### config.mk
export PLATFORM = sky130hd
export DESIGN_NAME = intr_ctrl
export DESIGN_NICKNAME = d
export VERILOG_FILES = /design/src/rtl/intr_ctrl.sv
export SDC_FILE = /design/constraint.sdc
export NUM_CORES = 1
export LEC_CHECK = 0
export CORE_MARGIN = 5
export CORE_UTILIZATION = 35
export CTS_CLUSTER_DIAMETER = 80
export DETAILED_ROUTE_END_ITERATION = 10
export GPL_TIMING_DRIVEN = 1
export PLACE_DENSITY = 0.71
export SYNTH_ARGS = -nofsm -noshare
export SYNTH_HDL_FRONTEND = slang
export SYNTH_SLANG_ARGS = --single-unit
### constraint.sdc
create_clock -name clk -period 1.5 [get_ports clk]
set_input_delay 0.3 -clock clk [delete_from_list [all_inputs] [get_ports clk]]
set_output_delay 0.3 -clock clk [all_outputs]
set_load 0.01 [all_outputs]
### src/rtl/intr_ctrl.sv
// Interrupt controller: synchronises and edge-detects IRQ lines, tracks pending and
// in-service levels, and reports the highest-priority request and handler vector.
module intr_ctrl #(
    parameter int unsigned   N          = 8,
    parameter int unsigned   AW         = 10,
    parameter logic [AW-1:0] VEC_BASE   = 10'h3C0,
    parameter int unsigned   VEC_STRIDE = 4,
    parameter logic [N-1:0]  MASK_RST   = 8'hFF
) (
    input  logic          clk,
    input  logic          reset,
    input  logic [N-1:0]  irq,
    input  logic          mask_we,
    input  logic [N-1:0]  mask_din,
    input  logic [N-1:0]  s_call_intr,
    input  logic [N-1:0]  s_return_intr,
    output logic [N-1:0]  min_bit_s,
    output logic [N-1:0]  min_bit_a,
    output logic [AW-1:0] intr_vec,
    output logic [N-1:0]  pend,
    output logic [N-1:0]  isr,
    output logic          call_err
);

    localparam int unsigned IW = (N > 1) ? $clog2(N) : 1;

    logic [N-1:0] sync1_q, sync1_d;
    logic [N-1:0] sync2_q, sync2_d;
    logic [N-1:0] prev_q, prev_d;
    logic [N-1:0] pend_q, pend_d;
    logic [N-1:0] isr_q, isr_d;
    logic [N-1:0] mask_q, mask_d;
    logic         call_err_q, call_err_d;

    logic [N-1:0]  rise;
    logic [N-1:0]  call;
    logic [N-1:0]  ret;
    logic          call_ok;
    logic          ret_ok;
    logic [N-1:0]  masked;
    logic [IW-1:0] idx_s;

    function automatic logic is_one_hot(input logic [N-1:0] v);
        return (v != '0) && ((v & (v - N'(1))) == '0);
    endfunction

    always_comb begin
        sync1_d = irq;
        sync2_d = sync1_q;
        prev_d  = sync2_q;
        rise    = sync2_q & ~prev_q;

        // Malformed strobes from uc are dropped rather than partially applied.
        call_ok = is_one_hot(s_call_intr);
        ret_ok  = is_one_hot(s_return_intr);
        call    = call_ok ? s_call_intr : '0;
        ret     = ret_ok ? s_return_intr : '0;

        pend_d     = rise | (pend_q & ~call);
        isr_d      = call | (isr_q & ~ret);
        mask_d     = mask_we ? mask_din : mask_q;
        call_err_d = call_err_q
                   | ((|s_call_intr) & ~call_ok)
                   | ((|s_return_intr) & ~ret_ok);
    end

    always_ff @(posedge clk) begin
        if (reset) begin
            sync1_q    <= '0;
            sync2_q    <= '0;
            prev_q     <= '0;
            pend_q     <= '0;
            isr_q      <= '0;
            mask_q     <= MASK_RST;
            call_err_q <= 1'b0;
        end else begin
            sync1_q    <= sync1_d;
            sync2_q    <= sync2_d;
            prev_q     <= prev_d;
            pend_q     <= pend_d;
            isr_q      <= isr_d;
            mask_q     <= mask_d;
            call_err_q <= call_err_d;
        end
    end

    always_comb begin
        masked    = pend_q & mask_q;
        // Two's-complement trick isolates the lowest set bit.
        min_bit_s = masked & (~masked + N'(1));
        min_bit_a = isr_q & (~isr_q + N'(1));

        idx_s = '0;
        for (int i = N - 1; i >= 0; i--) begin
            if (masked[i]) begin
                idx_s = IW'(i);
            end
        end
        intr_vec = VEC_BASE + AW'(idx_s * VEC_STRIDE);
    end

    assign pend     = pend_q;
    assign isr      = isr_q;
    assign call_err = call_err_q;

endmodule
=== After elaboration in Yosys (flattened, before gate mapping) ===
Cells that the tools add are included.

* Register bits after elaboration: 49
* Output and inout port bits: 43
* Bits of input ports: 35

* Muxes and demuxes: 10
* Reduce and logical (&&, ||, !) cells: 8
* Add/subtract/negate cells: 5
* Bitwise operators: 21

{| class="wikitable"
|+ Operators with widths
! operator !! count
|-
| $and A8 B8 Y8 || 8
|-
| $not A8 Y8 || 5
|-
| $mux W3 || 8
|-
| $add A8 B1 Y8 const B || 2
|-
| $logic_not A8 Y1 || 2
|-
| $mux W8 || 2
|-
| $or A8 B8 Y8 || 2
|-
| $reduce_bool A8 Y1 || 2
|-
| $reduce_or A8 Y1 || 2
|-
| $sub A8 B1 Y8 const B || 2
|-
| $add A7 B6 Y8 const A || 1
|-
| $and A1 B1 Y1 || 2
|-
| $logic_and A1 B1 Y1 || 2
|-
| $not A1 Y1 || 2
|-
| $or A1 B1 Y1 || 2
|}

=== Depth between registers and ports, before layout ===
* Word-level depth: 10
* Gate-level depth with buffers: 5

=== Worst setup path before layout ===
Ideal clock, no wire load.

* Path kind: register to output
* Start point: register isr_q[2] (netlist: isr[2])
* End point: output min_bit_a[7]
* Stages on the path, launching flop included: 4
* Buffers on the path: 0
* Setup slack: -0.072 ns
* Arrival time: 1.272 ns
* Cell sequence: dfxtp_1 or4_1 nor3_1 and3b_1

* Cells in the longest elaborated chain, start to end: 3

{| class="wikitable"
|+ RTL lines
! element !! line !! source
|-
| start: declaration || 31 || <nowiki>logic [N-1:0] isr_q, isr_d;</nowiki>
|-
| start signal: assignment || 81 || <nowiki>isr_q <= isr_d;</nowiki>
|-
| $not A8 Y8 || 91 || <nowiki>min_bit_a = isr_q & (~isr_q + N'(1));</nowiki>
|-
| $add A8 B1 Y8 || 91 ||
|-
| $and A8 B8 Y8 || 91 ||
|-
| end: declaration || 18 || <nowiki>output logic [N-1:0] min_bit_a,</nowiki>
|}

Every way passes these cells.

=== Worst setup path in the final report ===
* Start point: register isr_q[1] (netlist: isr[1])
* End point: output min_bit_a[7]

The elaborated chain is that of the path after synthesis.

==> qor.txt <==
Yosys cell types: 40
clock buffer count from CTS: 5
clock tree root driver cell: clkbuf_8
Final nets: 398
global-route congestion overflow total: 0
GR peak layer: met2
worst-skew pair later-pin latency: 0.28 ns
Startpoint Class: flip-flop
peak supply drop: 0.588 mV
Netlist Area Pre-Place: 2110 µm²
Slew Limit Fails: 0
Die ar.: 7690 µm²
CTS Buffer Depth: 2
number of global-route vias before repair: 2100
Hold Crit Class: input pin to flip-flop
final non-filler cell total: 439
Starting Density: 35.9%
fraction of layout cells with a size suffix above 1: 40.9%
Routed Wire Length: 6300 µm
Total Power: 2.86 mW
required time worst endpoint: 1.20 ns
post-route ant nets: 0
CTS tree: built
Syn-to-layout area delta: 67.9%
Cells after Synth: 235
Setup Skew: 0.000785 ns
largest net degree at the start of global routing: 21
number of max-cap violations: 0
Syn Area/Cell: 8.99 µm²
Post-synth ARST share: 0%
DRT Pass-1 Iters: 6
count of buffers from port buffering: 70
YS warnings: 0
Worst Path Arrival: 1.64 ns
Synth Flop Type: dfxtp_1
RSZ-0062 raised after global routing: true
endpoints failing hold: 0
R2R setup slack: 0.51 ns
GRT Util Overall: 16.0%
Worst Min Path Start: s_call_intr[4]
WL/cell: 14.4 µm
Setup Crit Path Kind: flip-flop to output pin
Remaining DRCs: 0
DP HPWL: 4670 µm
leakage: 1.65 nW
number of synthesized flops with an enable pin: 0
crit path from: isr[1]
Finish-stage setup viols: 12
Core ar.: 5890 µm²
Core Util, Final: 60.3%
Die Width: 87.7 µm
Initial DRC Count: 87
grt met1 use: 18.2%
flops & latches, synth: 49
fin crit share: 129%
PD cells: 806 nW/µm²
placer congestion estimate: 0.825
met3 Usage GRT: 3.48%
Ports: 78
Die Ht: 87.7 µm
DP Cell Count: 423
sequential area share after synthesis: 46.4%
Final min period: 1.94 ns
# clock sinks: 49
violated checks: negative setup slack
final worst setup slack: -0.442 ns
via/cell ratio: 4.86
diode count: 0
standard-cell rows: 28
Setup crit end kind: output pin
first-pass GRT wire length: 9830 µm
Reg clk slew, reported paths: 0.08 ns
H-tree levels: 2
worst r2r src: isr[0]
status: finished with violations
Fmax: 515 MHz
initial antenna violation count: 0
crit-path max FO: 3
Vias: 2133
met2 Use GR: 30.5%
[sequential cells by signal (all words and copies together), names as in the netlist]
register  flops
isr           8
sync1_q       8
call_err      1
mask_q        8
prev_q        8
prev_d        8
pend          8
[where the power goes]
| group | internal (mW) | switching [mW] |
|---|---|---|
| registers | 1.36 | 0.0330 |
| logic | 0.293 | 0.246 |
| clock network | 0.543 | 0.386 |
[cell families after synthesis]
logic type             after synthesis  synth area share (%)
AOI/OAI and AO/OA                   43                  13.7
buffers and inverters               21                  5.15
DFF                                 49                  46.4
muxes                                8                  3.79
other                                2                 0.355
and+or+nand+nor                    112                  30.6
[worst paths after layout]
kind	endpoint	cells after the start
setup reg to reg	isr[0]	4
hold reg to reg	prev_d[5]	1
hold / removal	pend[4]	3
setup / recovery	min_bit_a[7]	4
[cells in the mapped netlist (all sizes together) (3+ instances only)]
| cell | number | share of area (%) |
|---|---|---|
| a211oi | 3 | 1.1 |
| a21oi | 15 | 3.6 |
| buf | 8 | 2.8 |
| clkbuf | 6 | 1.1 |
| dfxtp | 49 | 46 |
| inv | 7 | 1.2 |
| mux2i | 8 | 3.8 |
| nand2 | 26 | 4.6 |
| nand3 | 4 | 0.95 |
| nand4b | 6 | 2.5 |
| nor2 | 15 | 2.7 |
| nor2b | 38 | 11 |
| nor3 | 8 | 2.1 |
| nor3b | 3 | 1.1 |
| o21ai | 8 | 1.9 |
[stage by stage]
stage / setup TNS [ns] / hold slack [ns] / setup WS [ns] / area (µm²)
finish: -2.16 / 0.327 / -0.442 / 3550
global route: -3.15 / 0.337 / -0.504 / 3550
CTS: -2.03 / 0.440 / -0.499 / 3450
detailed placement: -11.06 / 0.420 / -0.624 / 3290
global placement: -10.23 / 0.419 / -0.562 / 3290
floorplan: -0.0370 / 0.414 / -0.0263 / 2150
[metal layers]
layer	up-vias	wire length [µm]
met2	56	3420
met1	1017	2570
li1	1056	-
met5	-	0
met3	4	273
met4	0	40
[final cells by class]
| class | count | area [µm²] |
|---|---|---|
| sequential | 49 | 1000 |
| clock buffer | 7 | 86.3 |
| timing repair buffer | 130 | 1090 |
| tap | 75 | 93.8 |
| inverter | 7 | 26.3 |
| multi-input combinational | 170 | 1220 |
| clock inverter | 1 | 30.0 |
| fill | 527 | 2340 |
[worst max-delay path, stage by stage, from the launching register on]
cell	delay [ns]
dfxtp_2	0.33
or4_4	0.57
nor3_4	0.16
and3b_2	0.21
buf_6	0.10
[cell usage in the layout (no fill, tap or decap), types with 3 or more instances in the layout]
master           synthesis  layout
nor2b_1                 38      38
nor3_4                   0       3
dfxtp_2                  0      14
buf_4                    8      53
inv_1                    7       7
conb_1                   2       7
nand4b_1                 6       6
clkbuf_2                 0       7
buf_12                   0       3
clkbuf_8                 0       6
nor2_2                   0       6
buf_2                    0      13
mux2i_1                  8       8
dlygate4sd2_1            0      24
a21oi_1                 15      13
nor3_2                   1       4
nor3b_2                  0       3
clkdlybuf4s50_1          0      20
a211oi_1                 3       3
nand2_2                  0       8
dlymetal6s2s_1           0       3
buf_6                    0       6
nand2_4                  0       4
o21ai_1                  0       3
nor2_1                  15       9
dfxtp_1                 49      34
o21ai_0                  8       5
nand2_1                 26      14
[timing repair]
action / CTS / global route
hold buffers: 0 / 0
hold endpoints to repair: 0 / 0
resized for setup: 135 / 48
setup endpoints to repair: 52 / 24
setup buffers: 5 / 4
pin swaps: 15 / 29
No activity file was read; power rests on OpenSTA's default activity.
